**config.mk**
```make
export PLATFORM = sky130hd
export DESIGN_NAME = cast_inject_arbiter_flat
export DESIGN_NICKNAME = d
export VERILOG_FILES = /design/src/rtl/cast_inject_arbiter_if.sv /design/src/rtl/cast_inject_arbiter.sv /design/src/flat_wrapper.sv
export SDC_FILE = /design/constraint.sdc
export NUM_CORES = 1
export LEC_CHECK = 0
export CORE_ASPECT_RATIO = 2
export CORE_MARGIN = 3
export CORE_UTILIZATION = 36
export CTS_BUF_LIST = sky130_fd_sc_hd__clkbuf_4 sky130_fd_sc_hd__clkbuf_8 sky130_fd_sc_hd__clkbuf_16
export DETAILED_ROUTE_END_ITERATION = 16
export PLACE_DENSITY_LB_ADDON = 0.25
export REMOVE_ABC_BUFFERS = 1
export SLEW_MARGIN = 20
export SYNTH_ARGS = -nofsm -noshare
export SYNTH_HDL_FRONTEND = slang
export SYNTH_SLANG_ARGS = --single-unit
export TNS_END_PERCENT = 50
```
**constraint.sdc**
```tcl
create_clock -name clk -period 3.9 [get_ports clk]
set_clock_uncertainty 0.1 [all_clocks]
set_input_delay 0.78 -clock clk [delete_from_list [all_inputs] [get_ports clk]]
set_output_delay 0.78 -clock clk [all_outputs]
set_load 0.01 [all_outputs]
```
**src/rtl/cast_inject_arbiter_if.sv**
```systemverilog
// Bundle of signals between the local send buffers, the cast injection
// arbiter and the router's local cast input port.
//
// Signal names follow the arbiter's point of view:
//   req_valid_i / req_data_i / req_ready_o : per-source flit handshake
//   valid_o / data_o / ready_i             : injection handshake to the router
//   credit_upd_i                           : one downstream slot freed (pulse)
//   grant_o / credit_o / credit_err_o      : status
//
// Modports:
//   slave  - the arbiter itself
//   master - the surrounding environment (sources, router, credit return)
interface cast_inject_arbiter_if #(
  parameter int unsigned NUM_REQ = 4,
  parameter int unsigned DW      = 16,
  parameter int unsigned CW      = 4
);
  logic [NUM_REQ-1:0]    req_valid_i;
  logic [NUM_REQ*DW-1:0] req_data_i;
  logic [NUM_REQ-1:0]    req_ready_o;
  logic                  valid_o;
  logic [DW-1:0]         data_o;
  logic                  ready_i;
  logic                  credit_upd_i;
  logic [NUM_REQ-1:0]    grant_o;
  logic [CW-1:0]         credit_o;
  logic                  credit_err_o;

  modport slave (
    input  req_valid_i, req_data_i, ready_i, credit_upd_i,
    output req_ready_o, valid_o, data_o, grant_o, credit_o, credit_err_o
  );

  modport master (
    output req_valid_i, req_data_i, ready_i, credit_upd_i,
    input  req_ready_o, valid_o, data_o, grant_o, credit_o, credit_err_o
  );
endinterface

```
**src/rtl/cast_inject_arbiter.sv**
```systemverilog
// Packet-atomic round-robin arbiter sharing one cast-network injection port
// among NUM_REQ local sources. A source wins only with a HEAD flit at its
// front, then owns the port until its TAIL transfers. A credit counter tracks
// free slots in the downstream receive FIFO; credit_upd_i returns one slot.
//
// Ports:
//   clk  - clock
//   rstn - asynchronous active-low reset
//   bus  - cast_inject_arbiter_if.slave (source handshakes, injection
//          handshake, credit return, grant/credit/error status)
//
// Flit type lives in data[DW-1:DW-2]; FLIT_HEAD/FLIT_TAIL must match the
// codes used by the rest of the network.
module cast_inject_arbiter #(
  parameter int unsigned NUM_REQ     = 4,
  parameter int unsigned DW          = 16,
  parameter int unsigned CREDIT_INIT = 8,
  parameter int unsigned CW          = $clog2(CREDIT_INIT + 1),
  parameter logic [1:0]  FLIT_HEAD   = 2'b10,
  parameter logic [1:0]  FLIT_TAIL   = 2'b01
) (
  input logic                  clk,
  input logic                  rstn,
  cast_inject_arbiter_if.slave bus
);

  localparam int unsigned IW = $clog2(NUM_REQ);
  localparam logic [CW-1:0] CreditMax = CW'(CREDIT_INIT);

  typedef enum logic [0:0] {StIdle, StLock} state_e;

  state_e             state_q, state_d;
  logic [NUM_REQ-1:0] grant_q, grant_d;
  logic [IW-1:0]      owner_q, owner_d;
  logic [IW-1:0]      rr_ptr_q, rr_ptr_d;
  logic [CW-1:0]      credit_q, credit_d;
  logic               err_q, err_d;

  logic [NUM_REQ-1:0] eligible;
  logic               win_found;
  logic [IW-1:0]      win_idx;
  int unsigned        scan_idx;
  logic [DW-1:0]      own_flit;
  logic               own_valid;
  logic               can_send;
  logic               xfer;

  // Only a valid HEAD may open a packet; anything else at the front stalls.
  always_comb begin
    for (int unsigned k = 0; k < NUM_REQ; k++) begin
      eligible[k] = bus.req_valid_i[k] && (bus.req_data_i[k*DW + DW - 2 +: 2] == FLIT_HEAD);
    end
  end

  // First eligible index at or after rr_ptr, wrapping at NUM_REQ.
  always_comb begin
    win_found = 1'b0;
    win_idx   = '0;
    scan_idx  = 0;
    for (int unsigned i = 0; i < NUM_REQ; i++) begin
      scan_idx = (32'(rr_ptr_q) + i) % NUM_REQ;
      if (!win_found && eligible[scan_idx]) begin
        win_found = 1'b1;
        win_idx   = IW'(scan_idx);
      end
    end
  end

  // Owner's flit and valid, selected by the locked index.
  always_comb begin
    own_flit  = '0;
    own_valid = 1'b0;
    for (int unsigned k = 0; k < NUM_REQ; k++) begin
      if (owner_q == IW'(k)) begin
        own_flit  = bus.req_data_i[k*DW +: DW];
        own_valid = bus.req_valid_i[k];
      end
    end
  end

  assign can_send = (credit_q != '0);
  assign xfer     = (state_q == StLock) && own_valid && can_send && bus.ready_i;

  // State register
  always_ff @(posedge clk or negedge rstn) begin
    if (!rstn) begin
      state_q  <= StIdle;
      grant_q  <= '0;
      owner_q  <= '0;
      rr_ptr_q <= '0;
      credit_q <= CreditMax;
      err_q    <= 1'b0;
    end else begin
      state_q  <= state_d;
      grant_q  <= grant_d;
      owner_q  <= owner_d;
      rr_ptr_q <= rr_ptr_d;
      credit_q <= credit_d;
      err_q    <= err_d;
    end
  end

  // Next-state logic
  always_comb begin
    state_d  = state_q;
    grant_d  = grant_q;
    owner_d  = owner_q;
    rr_ptr_d = rr_ptr_q;
    unique case (state_q)
      StIdle: begin
        if (win_found) begin
          state_d = StLock;
          owner_d = win_idx;
          for (int unsigned k = 0; k < NUM_REQ; k++) begin
            grant_d[k] = (win_idx == IW'(k));
          end
        end
      end
      StLock: begin
        if (xfer && (own_flit[DW-1 -: 2] == FLIT_TAIL)) begin
          state_d  = StIdle;
          grant_d  = '0;
          rr_ptr_d = IW'((32'(owner_q) + 32'd1) % NUM_REQ);
        end
      end
      default: ;
    endcase
  end

  // Credit counter: a send and a return in the same cycle cancel. A return
  // with the counter already full is dropped and flagged.
  always_comb begin
    credit_d = credit_q;
    err_d    = err_q;
    unique case ({xfer, bus.credit_upd_i})
      2'b10: credit_d = credit_q - CW'(1);
      2'b01: begin
        if (credit_q == CreditMax) begin
          err_d = 1'b1;
        end else begin
          credit_d = credit_q + CW'(1);
        end
      end
      default: ;
    endcase
  end

  // Outputs
  always_comb begin
    bus.valid_o      = 1'b0;
    bus.data_o       = '0;
    bus.req_ready_o  = '0;
    bus.grant_o      = grant_q;
    bus.credit_o     = credit_q;
    bus.credit_err_o = err_q;
    if (state_q == StLock) begin
      bus.data_o  = own_flit;
      bus.valid_o = own_valid && can_send;
      for (int unsigned k = 0; k < NUM_REQ; k++) begin
        bus.req_ready_o[k] = (owner_q == IW'(k)) && bus.ready_i && can_send;
      end
    end
  end

endmodule
```
**src/flat_wrapper.sv**
```systemverilog
// flat-port wrapper written by rule: the top's interface ports become plain ports
module cast_inject_arbiter_flat 
#(
  parameter int unsigned NUM_REQ     = 4,
  parameter int unsigned DW          = 16,
  parameter int unsigned CREDIT_INIT = 8,
  parameter int unsigned CW          = $clog2(CREDIT_INIT + 1),
  parameter logic [1:0]  FLIT_HEAD   = 2'b10,
  parameter logic [1:0]  FLIT_TAIL   = 2'b01
)
  (clk, rstn, bus_req_valid_i, bus_req_data_i, bus_ready_i, bus_credit_upd_i, bus_req_ready_o, bus_valid_o, bus_data_o, bus_grant_o, bus_credit_o, bus_credit_err_o);
  cast_inject_arbiter_if #(.NUM_REQ(NUM_REQ), .DW(DW), .CW(CW)) bus_i ();
  input logic clk;
  input logic rstn;
  input wire logic [$bits(bus_i.req_valid_i)-1:0] bus_req_valid_i;
  input wire logic [$bits(bus_i.req_data_i)-1:0] bus_req_data_i;
  input wire logic [$bits(bus_i.ready_i)-1:0] bus_ready_i;
  input wire logic [$bits(bus_i.credit_upd_i)-1:0] bus_credit_upd_i;
  output wire logic [$bits(bus_i.req_ready_o)-1:0] bus_req_ready_o;
  output wire logic [$bits(bus_i.valid_o)-1:0] bus_valid_o;
  output wire logic [$bits(bus_i.data_o)-1:0] bus_data_o;
  output wire logic [$bits(bus_i.grant_o)-1:0] bus_grant_o;
  output wire logic [$bits(bus_i.credit_o)-1:0] bus_credit_o;
  output wire logic [$bits(bus_i.credit_err_o)-1:0] bus_credit_err_o;
  assign bus_i.req_valid_i = bus_req_valid_i;
  assign bus_i.req_data_i = bus_req_data_i;
  assign bus_i.ready_i = bus_ready_i;
  assign bus_i.credit_upd_i = bus_credit_upd_i;
  assign bus_req_ready_o = bus_i.req_ready_o;
  assign bus_valid_o = bus_i.valid_o;
  assign bus_data_o = bus_i.data_o;
  assign bus_grant_o = bus_i.grant_o;
  assign bus_credit_o = bus_i.credit_o;
  assign bus_credit_err_o = bus_i.credit_err_o;
  cast_inject_arbiter #(.NUM_REQ(NUM_REQ), .DW(DW), .CREDIT_INIT(CREDIT_INIT), .CW(CW), .FLIT_HEAD(FLIT_HEAD), .FLIT_TAIL(FLIT_TAIL)) u_core (.clk(clk), .rstn(rstn), .bus(bus_i));
endmodule
```
# ---- After elaboration in Yosys (flattened, before gate mapping)
# Index checks and enable logic that the tools add are counted.
dict set report word_totals {
  inputBits 72
  output_inout_bits 30
  ff_bits 14
}
dict set report op_classes {
  n_addsub 6
  bitwise 1
  eq_ne 17
  magnitude_cmp 4
  n_reduce_logical 32
  muxes 35
}
# cell count
set op_table {}
lappend op_table {{2-to-1 mux 16 bit} 5}
lappend op_table {{logical AND 1 bit} 20}
lappend op_table {{== test 2 bit (second input constant)} 9}
lappend op_table {{2-to-1 mux 4 bit} 4}
lappend op_table {{case mux 4 bit (2 select lines)} 2}
lappend op_table {{2-to-1 mux 1 bit} 15}
lappend op_table {{less-than comparator 2 x 3 -> 1 bit (second input constant)} 4}
lappend op_table {{AND reduction 2 bit} 5}
lappend op_table {{binary-select mux 1 bit (select 2 bit)} 4}
lappend op_table {{== test 2 x 1 -> 1 bit (second input constant)} 4}
lappend op_table {{2-to-1 mux 2 bit} 4}
lappend op_table {{adder 2 x 1 -> 2 bit (second input constant)} 2}
lappend op_table {{adder 2 bit (second input constant)} 2}
lappend op_table {{adder 4 x 1 -> 4 bit (second input constant)} 1}
lappend op_table {{== test 4 bit (second input constant)} 1}
lappend op_table {{logical NOT 2 bit} 2}
lappend op_table {{!= test 2 bit (second input constant)} 2}
lappend op_table {{nonzero test 4 bit} 1}
lappend op_table {{subtractor 4 x 1 -> 4 bit (second input constant)} 1}
lappend op_table {{logical NOT 1 bit} 3}
lappend op_table {{!= test 2 x 1 -> 1 bit (second input constant)} 1}
lappend op_table {{case mux 1 bit (2 select lines)} 1}
lappend op_table {{nonzero test 2 bit} 1}
lappend op_table {{NOT 1 bit} 1}

# ---- Logic depth before layout (Yosys ltp)
# Gate-level depths: netlist of the first run.
dict set report depth {
  depth_word 17
  ltp_mapped 11
}

# ---- Worst setup path after synthesis of the first run
# OpenSTA, ideal clock, no wires.
dict set report synth_path {
  path_kind {in2reg}
  from {input bus_req_valid_i[1]}
  to {register u_core.credit_q[3] (netlist: u_core.bus.credit_o[3])}
  arrival_ns 2.689
  setup_slack_ns 1.026
  path_stages 8
  n_path_buf 0
  cell_sequence {a211oi_2 -> a221o_1 -> o21ai_0 -> ha_1 -> a21o_1 -> a21o_1 -> or4_1 -> o221ai_1}
}
dict set report synth_between {
  elab_chain_len 9
  word_cells_on_any_way 12
  cone_classes {eq/ne: 3; mux: 4; reduce/logical: 5}
}
# item line
set synth_lines {}
lappend synth_lines {{start: declaration} flat_wrapper.sv:15} ;# input wire logic [$bits(bus_i.req_valid_i)-1:0] bus_req_valid_i;
lappend synth_lines {{2-to-1 mux 1 bit * (3 in series)} cast_inject_arbiter.sv:74} ;# if (owner_q == IW'(k)) begin
lappend synth_lines {{logical AND 1 bit * (3 in series)} cast_inject_arbiter.sv:82} ;# assign xfer = (state_q == StLock) && own_valid && can_send && bus.ready_i;
lappend synth_lines {{== test 2 x 1 -> 1 bit or == test 2 bit (tied branches)} cast_inject_arbiter.sv:135} ;# unique case ({xfer, bus.credit_upd_i})
lappend synth_lines {{!= test 2 bit (no source line) or nonzero test 2 bit (tied branches)} -}
lappend synth_lines {{AND reduction 2 bit (no source line)} -}
lappend synth_lines {{end signal: assignment} cast_inject_arbiter.sv:91} ;# credit_q <= CreditMax;
lappend synth_lines {{end signal: assignment} cast_inject_arbiter.sv:98} ;# credit_q <= credit_d;
lappend synth_lines {{end: declaration} cast_inject_arbiter.sv:36} ;# logic [CW-1:0] credit_q, credit_d;
# Mark *: on every way between the ends. The rest lies on a longest branch, timed or not.
# A chain may end at the register's enable or synchronous reset.

# ---- Worst setup path in the final report of the first run
dict set report layout_path {
  from {register u_core.owner_q[0]}
  to {output bus_data_o[4]}
}
dict set report layout_between {
  elab_chain_len 6
  word_cells_on_any_way 9
  cone_classes {eq/ne: 3; mux: 5; reduce/logical: 1}
}
# item line
set layout_lines {}
lappend layout_lines {{start: declaration} cast_inject_arbiter.sv:34} ;# logic [IW-1:0] owner_q, owner_d;
lappend layout_lines {{start signal: assignment} cast_inject_arbiter.sv:96} ;# owner_q <= owner_d;
lappend layout_lines {{logical NOT 2 bit} cast_inject_arbiter.sv:74}
lappend layout_lines {{2-to-1 mux 16 bit (3 in series)} cast_inject_arbiter.sv:74}
lappend layout_lines {{2-to-1 mux 16 bit *} cast_inject_arbiter.sv:74}
lappend layout_lines {{2-to-1 mux 16 bit *} cast_inject_arbiter.sv:156} ;# if (state_q == StLock) begin
lappend layout_lines {{end: declaration} flat_wrapper.sv:21} ;# output wire logic [$bits(bus_i.data_o)-1:0] bus_data_o;
# Marked as above.

==> results of run 1 <==
-- cells by family after synthesis --
family          synth area share (%)
xor+xnor                       1.139
compound gates                 23.27
simple gates                   34.58
fa+ha+maj                      6.184
buf+inv                        5.370
mux                            6.591
flops                          22.86
-- worst register-to-register path, delay by kind of cell (launching register included) --
kind | cells | cell delay, ns
AOI/OAI and AO/OA | 6 | 1.12
buffers and inverters | 3 | 0.52
adders and majority gates | 2 | 0.47
DFF | 1 | 0.43
and+or+nand+nor | 1 | 0.41
-- worst min-delay path by stage --
| stage | startpoint | endpoint | cells after the start |
|---|---|---|---|
| 2_1_floorplan | rstn | u_core.bus.credit_err_o | 0 |
| 6_report | u_core.bus.credit_err_o | u_core.bus.credit_err_o | 1 |
| 5_1_grt | u_core.bus.credit_err_o | u_core.bus.credit_err_o | 1 |
| 3_3_place_gp | u_core.bus.credit_err_o | u_core.bus.credit_err_o | 1 |
| 4_1_cts | u_core.bus.credit_err_o | u_core.bus.credit_err_o | 1 |
| 3_5_place_dp | u_core.bus.credit_err_o | u_core.bus.credit_err_o | 1 |
-- registers in the layout (all words and copies together) (netlist names) --
signal	count
u_core.rr_ptr_q	2
u_core.bus.credit_o	4
u_core.bus.grant_o	4
u_core.state_q	1
u_core.owner_q	2
u_core.bus.credit_err_o	1
-- metrics by stage --
stage          area [sq um]  cells  setup slack (ns)  util [%]
6_report               2658    341            0.5699     65.01
3_3_place_gp           2603    337            0.5625     63.67
3_5_place_dp           2603    337            0.5454     63.67
5_1_grt                2658    341            0.3564     65.01
4_1_cts                2658    341            0.5307     65.01
2_1_floorplan          1474    177            0.6553         -
-- power groups by stage --
stage / clock [mW] / sequential (mW) / combinational [mW]
after CTS: 0.146 / 0.308 / 1.51
final: 0.143 / 0.309 / 1.49
after floorplan: 0 / 0.300 / 0.802
after detailed placement: 0 / 0.311 / 1.50
after global routing: 0.150 / 0.323 / 1.63
after global placement: 0 / 0.308 / 1.49
-- layout by cell type, fill, tap and decap left out, types with 5 or more instances in the layout --
| master | Yosys | routed |
|---|---|---|
| a21oi_1 | 14 | 14 |
| a221oi_1 | 14 | 14 |
| and2_1 | 6 | 6 |
| buf_4 | 1 | 7 |
| clkdlybuf4s50_1 | 0 | 101 |
| dfrtp_1 | 13 | 13 |
| ha_1 | 6 | 6 |
| inv_1 | 5 | 5 |
| nand2_1 | 13 | 13 |
| nand3b_1 | 7 | 7 |
| nor2_1 | 6 | 6 |
| nor2b_1 | 29 | 29 |
| nor3_1 | 15 | 15 |
-- layout make-up --
type	instances	area [sq um]	share of cell area, %
Multi-Input combinational cell	158	1104	41.53
Timing Repair Buffer	108	1064	40.02
Sequential cell	14	351.6	13.23
Tap cell	52	65.06	2.448
Clock buffer	4	55.05	2.072
Inverter	5	18.77	0.7062
-- routing by layer --
| metal | global-route usage [%] | up-vias |
|---|---|---|
| met5 | 0 | - |
| met4 | 8.465 | 0 |
| met3 | 3.933 | 11 |
| met2 | 35.50 | 94 |
| met1 | 22.91 | 862 |
| li1 | - | 898 |
==> results.md, run 1 <==
- GPL Wtd Cong: roughly 0.88
- WP depth: 9
- Gate power share: 76.7%
- Clock share of power: 7.3%
- Synth warn: 0
- Yosys top cell area share: roughly a fifth
- Seq cells post-synth: 14
- Total power density per cell area: about 730 nW/um^2
- Antenna Nets Post-Route: 0
- Vias: 1865
- Initial DRT Pass Iterations: 4
- Min-Delay Path Class: reg2reg
- Crit Path Category: reg2out
- Vias per cell: 5.469
- Status: complete, no violations
- Register area share after synthesis: 22.86%
- Psw: 0.7967 mW
- Pin count of the biggest net entering global routing: 22
- Sequential power share: between 15 and 20%
- Final setup vio count: 0
- Slew at the pin with the worst max-slew slack: between 0.6 and 0.7 ns
- Fill cells: 350
- Crit path arrival time: 2.45 ns
- Achievable Freq: between 300 and 400 MHz
- Iter 0 DRT Violations: 27
- Worst rel slew slack: approximately 57%
- CTS buffer count: 3
- Most common cell in the netlist: nor2b_1
- WP buf/inv: 3
- Nets: ~370
- Flop-to-flop setup slack: 0.77 ns
- Area of the mapped netlist: between 1500 and 2000 sq um
- Total die area: 5139 sq um
- Die Span Y: 98.43 um
- Post-layout min period: ~3.3 ns
- Post-cts resize count: 0
- Final Max Tran Viols: 0
- R2r endpoint: u_core.bus.credit_o[3]
- First-pass GRT wire length: approximately 8100 um
- Die Wd: 52.22 um
- Synth area leader: dfrtp_1
- Critical path endpoint: bus_data_o[4]
- Final hold vios: 0
- Critical path launch point type: flip-flop
- H-tree Lvls: 1
- Ranking of synthesized cells by area: dfrtp_1 21%, nor2b_1 12%, a221oi_1 8.0%
- Worst hold margin: 0.3887 ns
- Setup Buffers After CTS: 0
- Clk_lat worst skew: 0.25 ns
- Starting density of the core: 37.62%
- Initial antenna violation count: 0
- Met3 WL post-DR: 545 um
- Slowest-stage cell, CP: clkdlybuf4s50_1
- Post-synth EDFFs: 0
- WL final: 5337 um
- Ant. Diodes: 0
- Post-synthesis cell type count: 43
- Worst path required time: 3.02 ns
- Clock-pin slew on the worst setup and hold paths: 0.06 ns
- R2R Path Start: u_core.owner_q[1]
- GRT Total Usage: 20.22%
- Mean Syn Cell Area: around 8 sq um
- Ports: 102
- Hold Buf Count CTS: 0
- Syn Inst Count: 191
- I/O Buffers: 101
- Routed len/inst: 15.65 um
- Max clock buf depth: 2
- Routed wl met2: 2526 um
- Top Metal Used: met4
- CTS tree: yes
- Max-cap violations: 0
- Cell Chain, Critical Path: inv_1, ha_1, nor2b_1, buf_4, a221oi_1, nor3_1, a21oi_1, nor2b_1, clkdlybuf4s50_1
- VDD IR max: 502.7 uV
- Crit Path Max Fanout: 14
- CP peak stage delay: around 0.57 ns
- Gr ovfl total: 0
- # clock sinks: 14
- Asr flop ratio synth: 100.0%
- Prevailing post-synth register cell: dfrtp_1
- WL met1: 2132 um
- Detailed placement HPWL: 4170 um
- # rows: 33
- Net switching fraction of the power: 40.98%
- Ratio of cells with drive above 1 in the final layout: 6.920%
- Root buf cell: clkbuf_8
- Most Frequent Cell on Critical Path: nor2b_1
- Fin Setup TNS: 0 ns
- Critical path endpoint category: output port
- LEAKAGE: about 1.0 nW
- Area grow syn2layout: 72.82%
- CP delay by family, top: buffers and inverters
- CORE AREA: a little over 4000 sq um
- Post-route DRC violation count: 0
- Vias in the first global route: 1820
- Power, Total: 1.944 mW
- Commonest cells in the netlist: 29 x nor2b_1, 15 x nor3_1, 14 x a21oi_1, 14 x a221oi_1
- Worst-case reg-to-reg path depth: 12
- Fin crit share: between 80% and 90%
- RSZ-0062 raised after global routing: no
- P_int: 1.147 mW
- Worst setup path start: u_core.owner_q[0]
Note: power is estimated with default switching activity, not from simulation.
==> inputs of run 2 (changes only) <==
TNS_END_PERCENT = default   (was 50)
==> results of run 2 <==
The final DEF is identical to that of run 1; final timing and power are the same.
==> inputs of run 3 (changes only) <==
CORE_MARGIN = 2   (was 3)
==> run 3 against run 2 <==
  * Via count down 4.0%
  * Global-route usage increased by 1.0 points
  * Maximum frequency down 2.3%
  * Combinational power about the same
  * Register-to-register slack got worse by 0.04 ns
  * Die area shrank 5.8%
  * Non-clock buffer count decreased by 2
  * Highest routed layer unchanged
  * Power is 0.66% lower
  * Routed wire length shrank 2.8%
  * Design area shrank 0.57%
==> results.md, run 3 (synthesis results as in run 1) <==
- Status: complete, no violations
- Detailed placement HPWL: 4028 um (-3.4%)
- Vias in the first global route: 1748 (-4.0%)
- Post-cts resize count: 0 (unchanged)
- Critical path endpoint category: output port
- LEAKAGE: 1.031 nW (-1.0%)
- Worst path required time: 3.02 ns (about the same)
- Grt met3 use: 2.308% (-1.6 points)
- CTS buffer count: 3 (unchanged)
- Commonest non-fill, non-tap cell in the layout: clkdlybuf4s50_1
- Min-Delay Path Depth: 1 (unchanged)
- First-pass GRT wire length: 8128 um (-0.17%)
- GRT met1 Usage: 24.98% (+2.1 points)
- Worst rel slew slack: 52.17% (-5.2 points)
- Fin Setup TNS: 0 ns (unchanged)
- GRT Total Usage: 21.25% (+1.0 points)
- CTS tree: yes
- # rows: 33 (unchanged)
- Gr ovfl total: 0 (unchanged)
- Ant. Diodes: 0 (unchanged)
- Achievable Freq: 293.2 MHz (-2.3%)
- Critical path launch point type: flip-flop
- Final setup vio count: 0 (unchanged)
- Ports: 102 (unchanged)
- Crit Path Max Fanout: 19 (+5)
- Pin count of the biggest net entering global routing: 35 (+59%)
- Slew at the pin with the worst max-slew slack: 0.7174 ns (+0.08037 ns)
- Antenna Nets Post-Route: 0 (unchanged)
- Min-Delay Path Class: reg2reg
- Crit Path Category: reg2out
- Fin crit share: 87.44% (+2.1 points)
- Final hold vios: 0 (unchanged)
- Root buf cell: clkbuf_8
- Final Max Tran Viols: 0 (unchanged)
- Area grow syn2layout: 71.85%
- VDD IR max: 508.9 uV (+1.2%)
- Placed cell area: 2587 sq um (-0.58%)
- Vias: 1790 (-4.0%)
- CORE AREA: 4088 sq um (unchanged)
- Clock-pin slew on the worst setup and hold paths: 0.06 ns (about the same)
- Post-route DRC violation count: 0 (unchanged)
- Worst hold margin: 0.3885 ns (-0.0001630 ns)
- GPL Wtd Cong: 0.8079 (-7.7%)
- Die Span Y: 96.43 um (-2.0%)
- Layout Cells excl Fill: 339 (-0.59%)
- Grt met2 use: 39.47% (+4.0 points)
- Routed len/inst: 15.31 um (-2.2%)
- Total die area: 4842 sq um (-5.8%)
- Die Wd: 50.22 um (-3.8%)
- WL final: 5190 um (-2.8%)
- # clock sinks: 14 (unchanged)
- Most frequent cells in the layout: 101 x clkdlybuf4s50_1, 29 x nor2b_1, 15 x nor3_1
- Hold Buf Count CTS: 0 (unchanged)
- Initial antenna violation count: 0 (unchanged)
- Ratio of cells with drive above 1 in the final layout: 6.272% (-0.65 points)
- Total power density per cell area: 730.7 nW/um^2 (about the same)
- Initial DRT Pass Iterations: 4 (unchanged)
- Max-cap violations: 0 (unchanged)
- Iter 0 DRT Violations: 24 (-11%)
- Setup Buffers After CTS: 0 (unchanged)
- Nets: 367 (-0.54%)
- RSZ-0062 raised after global routing: no
- Most used routing layer: met2
- I/O Buffers: 101 (unchanged)
- Clk_lat worst skew: 0.24 ns (about the same)
- Starting density of the core: 37.62% (unchanged)
- Crit path arrival time: 2.53 ns (+0.08 ns)
- Post-layout min period: 3.410 ns (+0.08003 ns)
- Worst-case reg-to-reg path depth: 12 (unchanged)
- Design Area, Final: 2643 sq um (-0.57%)
- H-tree Lvls: 1 (unchanged)
- Max clock buf depth: 2 (unchanged)
- Placed Cells: 335 (-0.59%)
- Vias per cell: 5.280 (-3.5%)
[run 3: cell types whose count changed in the layout (fill, tap and decap cells not counted)]
cell   before  now
buf_4       7    5
[run 3: path summary, 6_finish.rpt]
kind	from	end	slack, ns
worst min register to register	u_core.bus.credit_err_o	u_core.bus.credit_err_o	0.39
max in group asynchronous	rstn	u_core.rr_ptr_q[0]	2.46
worst min-delay path	u_core.bus.credit_err_o	u_core.bus.credit_err_o	0.39
worst max register to register	u_core.owner_q[1]	u_core.bus.credit_o[3]	0.73
worst max-delay path	u_core.owner_q[1]	bus_data_o[15]	0.49
min in group asynchronous	rstn	u_core.bus.credit_err_o	0.83
[run 3: power by group]
| group | internal, mW | switching, mW |
|---|---|---|
| clock network | 0.0893 | 0.0506 |
| registers | 0.213 | 0.0973 |
| logic | 0.837 | 0.644 |
[run 3: per-stage QoR]
stage                     utilization, %  total power, mW  worst slack (ns)
final                              64.65            1.931            0.4899
after global routing               64.65            2.103            0.3571
after CTS                          64.65            1.950            0.4792
after detailed placement           63.30            1.801            0.5491
after global placement             63.30            1.779            0.5441
after floorplan                        -            1.102            0.6553
[run 3: area by class of cell]
| cell class | count | area [sq um] |
|---|---|---|
| inverters | 5 | 18.77 |
| clock buffers | 4 | 55.05 |
| multi-input cells | 158 | 1104 |
| fillers | 342 | 1445 |
| repair buffers | 106 | 1049 |
| flip-flops and latches | 14 | 351.6 |
| well taps | 52 | 65.06 |
[run 3: layer usage]
layer / up-vias / routed length [um]
met5: - / 0
met4: 0 / 73
met3: 8 / 369
met2: 83 / 2628
met1: 809 / 2119
li1: 890 / -
[run 3: worst max-delay path: stages (launching register included)]
cell and delay, ns:
dfrtp_1 0.42, ha_1 0.65, mux2i_1 0.16, a31oi_1 0.32, and2_1 0.18, clkdlybuf4s50_1 0.54
